## src/rtl/universal_shift_sequencer_if.sv

```systemverilog
// Bus bundle for universal_shift_sequencer.
// master: mode, serial ins, data_in, start, count -> q_out, serial outs, busy, done.
// slave:  the opposite directions, used by the sequencer itself.
interface universal_shift_sequencer_if #(
    parameter int WIDTH = 8,
    parameter int CNT_W = 4
);
    logic [2:0]       mode;
    logic             left_serial_in;
    logic             right_serial_in;
    logic [WIDTH-1:0] data_in;
    logic             start;
    logic [CNT_W-1:0] count;
    logic [WIDTH-1:0] q_out;
    logic             left_serial_out;
    logic             right_serial_out;
    logic             busy;
    logic             done;

    modport master (
        output mode, left_serial_in, right_serial_in,
        output data_in, start, count,
        input  q_out, left_serial_out, right_serial_out,
        input  busy, done
    );

    modport slave (
        input  mode, left_serial_in, right_serial_in,
        input  data_in, start, count,
        output q_out, left_serial_out, right_serial_out,
        output busy, done
    );
endinterface

```

## src/rtl/universal_shift_sequencer.sv

```systemverilog
// Universal shift register (hold/shift/load/rotate/arith) with a counted
// multi-shift sequencer. Ports: clk, reset (sync, active-high), bus (slave).
module universal_shift_sequencer #(
    parameter int WIDTH = 8,
    parameter int CNT_W = 4
) (
    input  logic                          clk,
    input  logic                          reset,
    universal_shift_sequencer_if.slave    bus
);

    localparam logic [0:0] IDLE = 1'b0;
    localparam logic [0:0] RUN  = 1'b1;

    localparam logic [2:0] OP_HOLD = 3'b000;
    localparam logic [2:0] OP_SHR  = 3'b001;
    localparam logic [2:0] OP_SHL  = 3'b010;
    localparam logic [2:0] OP_LOAD = 3'b011;
    localparam logic [2:0] OP_ROR  = 3'b100;
    localparam logic [2:0] OP_ROL  = 3'b101;
    localparam logic [2:0] OP_ASR  = 3'b110;

    logic [0:0]       state;
    logic [2:0]       run_mode;
    logic [CNT_W-1:0] remaining;
    logic [WIDTH-1:0] q;
    logic             busy_r;
    logic             done_r;

    function automatic logic [WIDTH-1:0] apply_op(
        input logic [2:0]       op,
        input logic [WIDTH-1:0] cur,
        input logic             lsi,
        input logic             rsi,
        input logic [WIDTH-1:0] din
    );
        logic [WIDTH-1:0] nxt;
        case (op)
            OP_SHR:  nxt = {lsi, cur[WIDTH-1:1]};
            OP_SHL:  nxt = {cur[WIDTH-2:0], rsi};
            OP_LOAD: nxt = din;
            OP_ROR:  nxt = {cur[0], cur[WIDTH-1:1]};
            OP_ROL:  nxt = {cur[WIDTH-2:0], cur[WIDTH-1]};
            OP_ASR:  nxt = {cur[WIDTH-1], cur[WIDTH-1:1]};
            default: nxt = cur;
        endcase
        return nxt;
    endfunction

    // Only modes that actually move bits can be run as a counted sequence.
    function automatic logic is_shift(input logic [2:0] op);
        return (op == OP_SHR) || (op == OP_SHL) || (op == OP_ROR) ||
               (op == OP_ROL) || (op == OP_ASR);
    endfunction

    logic accept;
    assign accept = bus.start && is_shift(bus.mode) &&
                    (bus.count != '0);

    always_ff @(posedge clk) begin
        if (reset) begin
            state     <= IDLE;
            run_mode  <= OP_HOLD;
            remaining <= '0;
            q         <= '0;
            busy_r    <= 1'b0;
            done_r    <= 1'b0;
        end else begin
            case (state)
                IDLE: begin
                    if (accept) begin
                        // Accepting edge only latches; shifting starts next edge.
                        run_mode  <= bus.mode;
                        remaining <= bus.count;
                        state     <= RUN;
                        busy_r    <= 1'b1;
                        done_r    <= 1'b0;
                    end else begin
                        // Degenerate start still acknowledges with done.
                        q      <= apply_op(bus.mode, q,
                                           bus.left_serial_in,
                                           bus.right_serial_in,
                                           bus.data_in);
                        busy_r <= 1'b0;
                        done_r <= bus.start;
                    end
                end
                default: begin
                    q         <= apply_op(run_mode, q,
                                          bus.left_serial_in,
                                          bus.right_serial_in,
                                          bus.data_in);
                    remaining <= remaining - 1'b1;
                    if (remaining == CNT_W'(1)) begin
                        state  <= IDLE;
                        busy_r <= 1'b0;
                        done_r <= 1'b1;
                    end else begin
                        done_r <= 1'b0;
                    end
                end
            endcase
        end
    end

    assign bus.q_out            = q;
    assign bus.left_serial_out  = q[WIDTH-1];
    assign bus.right_serial_out = q[0];
    assign bus.busy             = busy_r;
    assign bus.done             = done_r;

endmodule

```

## src/flat_wrapper.sv

```systemverilog
// flat-port wrapper written by rule: the top's interface ports become plain ports
module universal_shift_sequencer_flat 
#(
    parameter int WIDTH = 8,
    parameter int CNT_W = 4
)
  (clk, reset, bus_mode, bus_left_serial_in, bus_right_serial_in, bus_data_in, bus_start, bus_count, bus_q_out, bus_left_serial_out, bus_right_serial_out, bus_busy, bus_done);
  universal_shift_sequencer_if #(.WIDTH(WIDTH), .CNT_W(CNT_W)) bus_i ();
  input  logic clk;
  input  logic reset;
  input wire logic [$bits(bus_i.mode)-1:0] bus_mode;
  input wire logic [$bits(bus_i.left_serial_in)-1:0] bus_left_serial_in;
  input wire logic [$bits(bus_i.right_serial_in)-1:0] bus_right_serial_in;
  input wire logic [$bits(bus_i.data_in)-1:0] bus_data_in;
  input wire logic [$bits(bus_i.start)-1:0] bus_start;
  input wire logic [$bits(bus_i.count)-1:0] bus_count;
  output wire logic [$bits(bus_i.q_out)-1:0] bus_q_out;
  output wire logic [$bits(bus_i.left_serial_out)-1:0] bus_left_serial_out;
  output wire logic [$bits(bus_i.right_serial_out)-1:0] bus_right_serial_out;
  output wire logic [$bits(bus_i.busy)-1:0] bus_busy;
  output wire logic [$bits(bus_i.done)-1:0] bus_done;
  assign bus_i.mode = bus_mode;
  assign bus_i.left_serial_in = bus_left_serial_in;
  assign bus_i.right_serial_in = bus_right_serial_in;
  assign bus_i.data_in = bus_data_in;
  assign bus_i.start = bus_start;
  assign bus_i.count = bus_count;
  assign bus_q_out = bus_i.q_out;
  assign bus_left_serial_out = bus_i.left_serial_out;
  assign bus_right_serial_out = bus_i.right_serial_out;
  assign bus_busy = bus_i.busy;
  assign bus_done = bus_i.done;
  universal_shift_sequencer #(.WIDTH(WIDTH), .CNT_W(CNT_W)) u_core (.clk(clk), .reset(reset), .bus(bus_i));
endmodule
```

## config.mk

```make
export PLATFORM = sky130hd
export DESIGN_NAME = universal_shift_sequencer_flat
export DESIGN_NICKNAME = d
export VERILOG_FILES = /design/src/rtl/universal_shift_sequencer_if.sv /design/src/rtl/universal_shift_sequencer.sv /design/src/flat_wrapper.sv
export SDC_FILE = /design/constraint.sdc
export NUM_CORES = 1
export LEC_CHECK = 0
export BUFFER_PORTS_ARGS = -buffer_cell sky130_fd_sc_hd__buf_2
export CAP_MARGIN = 5
export CORE_MARGIN = 2
export CORE_UTILIZATION = 30
export DETAILED_ROUTE_END_ITERATION = 8
export PLACE_DENSITY = 0.47
export RECOVER_POWER = 100
export SLEW_MARGIN = 25
export SYNTH_ARGS = -nofsm -noshare
export SYNTH_HDL_FRONTEND = slang
export SYNTH_SLANG_ARGS = --single-unit
```

## constraint.sdc

```tcl
create_clock -name clk -period 4.2 [get_ports clk]
set_input_delay 1.05 -clock clk [delete_from_list [all_inputs] [get_ports clk]]
set_output_delay 1.05 -clock clk [all_outputs]
set_load 0.03 [all_outputs]
```

## Word level (Yosys, flattened, before mapping)

Index checks and enable logic that the tools add are counted.

| storage, ports and cells | value |
|---|---|
| bits in registers | 18 |
| bits of input ports | 20 |
| output and inout port bits | 12 |
| word-level logic and storage cells | 55 |

| operators by class | value |
|---|---|
| reduce and logical (&&, ||, !) cells | 13 |
| bitwise logic cells | 1 |
| multiplexer cells | 14 |
| add/sub/neg operators | 1 |
| equal/unequal tests | 19 |

Operators by type and width:

| cell | number |
|---|---|
| $pmux 8 s6 | 2 |
| $eq 3x3->1 const B | 6 |
| $mux 8 | 2 |
| $eq 3x2->1 const B | 4 |
| $mux 1 | 8 |
| $mux 4 | 2 |
| $ne 7x7->1 const B | 1 |
| $reduce_bool 7->1 | 1 |
| $eq 3x1->1 const B | 2 |
| $ne 6x6->1 const B | 1 |
| $reduce_bool 6->1 | 1 |
| $reduce_and 5->1 | 1 |
| $eq 4x1->1 const B | 1 |
| $logic_or 1x1->1 | 4 |
| $ne 2x1->1 const B | 2 |
| $ne 2x2->1 const B | 2 |
| $reduce_bool 4->1 | 1 |
| $sub 4x1->4 const B | 1 |
| $reduce_and 3->1 | 1 |
| $logic_and 1x1->1 | 2 |
| $reduce_and 2->1 | 1 |
| $reduce_bool 2->1 | 1 |
| $not 1->1 | 1 |

## Longest topological paths before layout

| logic depth | value |
|---|---|
| word-level depth | 9 |
| depth in mapped cells | 7 |
| depth with buffers taken out | 6 |

## Least setup slack after synthesis

No wires, ideal clock.

| timing | value |
|---|---|
| kind | input to register |
| from | input bus_count[2] |
| to | register u_core.q[1], in the netlist u_core.bus.q_out[1] |
| library setup time | 0.117 ns |
| path slack | 1.837 ns |
| cell stages on the path | 6 |
| arrival time | 2.246 ns |
| required time | 4.083 ns |
| path buffers | 1 |
| path through | or4_4 -> nand3_4 -> a32oi_2 -> nor2b_4 -> buf_6 -> a32o_1 |

| between the ends | value |
|---|---|
| cells in the longest elaborated chain, start to end | 4 |

Ends and longest elaborated chain:

| element | RTL line | text |
|---|---|---|
| from (decl) | flat_wrapper.sv:16 | `input wire logic [$bits(bus_i.count)-1:0] bus_count;` |
| $reduce_bool 4->1 | universal_shift_sequencer.sv:58 | `(bus.count != '0);` |
| $logic_and 1x1->1 | universal_shift_sequencer.sv:57 | `assign accept = bus.start && is_shift(bus.mode) &&` |
| $ne 2x1->1 (no line) | -- |  |
| $reduce_and 3->1 (no line) | -- |  |
| to (signal assigned) | universal_shift_sequencer.sv:80 | `q <= apply_op(bus.mode, q,` |
| to (signal assigned) | universal_shift_sequencer.sv:89 | `q <= apply_op(run_mode, q,` |
| to (decl) | universal_shift_sequencer.sv:26 | `logic [WIDTH-1:0] q;` |

No other way between the ends.
A chain may end at the register's enable or synchronous reset.

## Worst setup path after layout

| timing | value |
|---|---|
| from | input bus_mode[0] |
| to | register u_core.run_mode[1] |

| between the ends | value |
|---|---|
| cells in the longest elaborated chain, start to end | 8 |
| elaborated cells on any way between the ends | 12 |
| classes of those cells | eq/ne (5); reduce/logical (7) |

Ends and longest elaborated chain:

| element | RTL line | text |
|---|---|---|
| from (decl) | flat_wrapper.sv:11 | `input wire logic [$bits(bus_i.mode)-1:0] bus_mode;` |
| $eq 3x1->1 or $eq 3x2->1 (tied branches) | universal_shift_sequencer.sv:52 | `return (op == OP_SHR) \|\| (op == OP_SHL) \|\| (op == OP_ROR) \|\|` |
| $logic_or 1x1->1 (3 in a row) | universal_shift_sequencer.sv:52 |  |
| $logic_or 1x1->1 (*) | universal_shift_sequencer.sv:53 | `(op == OP_ROL) \|\| (op == OP_ASR);` |
| $logic_and 1x1->1 (*) (2 in a row) | universal_shift_sequencer.sv:57 |  |
| $reduce_and 2->1 (no line) (*) | -- |  |
| to (signal assigned) | universal_shift_sequencer.sv:73 | `run_mode <= bus.mode;` |
| to (decl) | universal_shift_sequencer.sv:24 | `logic [2:0] run_mode;` |

Mark *: on every way between the ends. The rest lies on a longest branch, timed or not.

==> results.json <==
{
  "status": "finished clean",
  "postLayoutCoreUtil_pct": 33.88,
  "worst_slew_pin_slew_ps": 1145,
  "cts_tree": "done",
  "finClkSkew_ps": 1.431,
  "synthTopCellsByArea": "dfxtp_1, nand2_1, a32o_1",
  "hold_depth": 2,
  "grtUsageTotal_pct": 17.06,
  "avgSynthCellArea_um2": 7.729,
  "cts.path.max_buffers": 2,
  "worstHoldStart": "u_core.remaining[3]",
  "ctsResizeCount": 0,
  "grt_pass1_wl_um": 7169,
  "worstSkewPairLatency_ps": 260,
  "fmax_mhz": 367.0,
  "clock_sinks": 18,
  "yosys.area.top_type": "dfxtp_1",
  "die-area_um2": 5362,
  "place_area_um2": 1572,
  "finalInstanceArea_um2": 1579,
  "area_delta_synth_final_pct": 9.834,
  "slew_violations": 0,
  "startpoint_type": "primary input",
  "synth_warnings": 0,
  "dp_hpwl_um": 2926,
  "synth_most_common_cell": "nand2_1",
  "die_x_um": 73.23,
  "io_buffers": 31,
  "drc": 0,
  "period_minus_slack_ps": 2725,
  "ir_drop_uv": 126.2,
  "clk_pin_slew_ps": 80,
  "worstRegToRegCells": 5,
  "routed_wl_um": 4177,
  "grt_pass1_vias": 1449,
  "gp_congestion": 0.7924,
  "avgViaCountPerCell": 5.737,
  "post-route-period-util_pct": 64.87,
  "drive_gt1_share_pct": 12.68,
  "slew_headroom_pct": 23.07,
  "io_pins": 32,
  "hold_viol": 0,
  "antenna_found_initial": 0,
  "num_vias": 1486,
  "grt_max_degree": 30,
  "crit_fanout": 12,
  "antenna_left": 0,
  "ys_types": 50,
  "wl_per_cell_um": 16.13,
  "firstDrtPassIters": 4,
  "ys_seq_elements": 18,
  "ys_seq_area_share_pct": 25.07,
  "synth-edff-count": 0,
  "syn_area_um2": 1438,
  "die_y_um": 73.23,
  "holdCritPathClass": "register to register",
  "async_flop_share_pct": 0,
  "synthFlopType": "dfxtp_1",
  "gr-total-overflow": 0,
  "tns_ps": 0,
  "htree_levels": 1,
  "synth_top_area_share_pct": 25.07,
  "reg2reg_from": "u_core.run_mode[1]",
  "rows": 25,
  "cts_setup_buffers": 0,
  "path_class": "primary input to register",
  "required_ps": 4350,
  "drtIter0Drc": 130,
  "finalSetupViolations": 0,
  "syn_inst": 186,
  "hold_end": "u_core.remaining[3]",
  "design.core.area_um2": 4661,
  "cts_buffers": 3,
  "syn_nets": 208,
  "grt_setup_unrepaired": "no",
  "reg2reg_to": "u_core.bus.q_out[1]",
  "cts-root-buf": "clkbuf_8",
  "total_leakage_power_nw": 0.5722,
  "design_power_total_mw": 0.5274,
  "powerDensity_nw_per_um2": 334.0,
  "initial_core_util_pct": 30.85,
  "synth_common_cells": "nand2_1, dfxtp_1, nor2_1, a21oi_1, nand3_1",
  "crit_arrival_ps": 2880,
  "antenna_cells": 0,
  "hold_buffers": 0,
  "r2r_setup_slack_ps": 2010,
  "final_nets": 228,
  "cap_violations": 0,
  "crit_path_end_kind": "register"
}
-- area by class of cell --
class | instances | area (µm²)
sequential | 18 | 361.6
tap | 54 | 67.56
multi-input combinational | 147 | 937.1
timing repair buffer | 31 | 138.9
fill | 513 | 3082
clock buffer | 4 | 55.05
inverter | 5 | 18.77
-- power breakdown --
group / leakage (nW) / switching (mW) / internal (mW)
Sequential: 0.148 / 0.0333 / 0.187
Combinational: 0.395 / 0.0923 / 0.0629
Clock: 0.0288 / 0.0686 / 0.0836
-- kinds of logic after synthesis --
| kind of cell | after synthesis | share of synthesized area [%] |
|---|---|---|
| xor+xnor | 2 | 1.219 |
| compound gates | 55 | 29.94 |
| simple gates | 82 | 30.29 |
| fa+ha+maj | 2 | 1.740 |
| buf+inv | 21 | 7.484 |
| flops | 18 | 25.07 |
| mux | 6 | 4.265 |
-- worst max path at each step --
stage	slack (ps)	to	from
2_1_floorplan	1840	u_core.bus.q_out[1]	bus_count[2]
3_3_place_gp	1610	u_core.remaining[1]	bus_count[2]
3_5_place_dp	1630	u_core.remaining[1]	bus_count[2]
4_1_cts	1910	u_core.remaining[1]	bus_count[2]
5_1_grt	1240	u_core.run_mode[2]	bus_mode[0]
6_report	1480	u_core.run_mode[1]	bus_mode[0]
-- worst max-delay path, cell delays in order --
cell and delay (ps):
clkbuf_1 370, nor3_1 180, nor3_1 940, mux2i_1 280
nor2_1 50
-- registers in the layout (all words and copies together), names as in the netlist --
signal and cells:
u_core.bus.busy 1, u_core.bus.done 1, u_core.bus.q_out 8, u_core.remaining 4
u_core.run_mode 3, u_core.state 1
-- layer usage --
layer  share of wire, %  routed length, µm  GRT usage, %  vias to the layer above
met4                1.1                 48         6.584                        0
met5                  0                  0             0                        -
met1                 47               1955         23.37                      691
met2                 46               1928         26.53                       53
li1                   -                  -             -                      736
met3                5.8                243         2.901                        6
-- cell usage in the layout, fill, tap and decap left out, types with 2 or more instances in the layout --
cell,instances
o21ai_0,5
a22o_1,4
dfxtp_1,17
mux2i_1,5
nand2b_1,3
a221oi_1,6
nor2b_1,6
nand4_1,5
nand3b_1,4
inv_1,4
a211oi_1,4
nor3b_1,2
a32o_1,7
clkbuf_8,4
nor2_1,13
a21o_1,2
buf_2,18
o22a_1,2
ha_1,2
a31oi_1,3
nor3_1,3
a2bb2oi_1,2
clkbuf_1,13
nand4b_1,2
o21a_1,2
a21oi_1,8
xnor2_1,2
a32oi_1,2
nand3_1,9
nand2_1,30
-- per-stage QoR --
stage	hold slack [ps]	std cells	setup slack, ps
after floorplan	470.7	186	1837
after global placement	492.8	255	1606
after detailed placement	501.1	255	1629
after CTS	519.6	259	1914
after global routing	549.3	259	1243
final	512.6	259	1475
No activity file was read; power rests on OpenSTA's default activity.
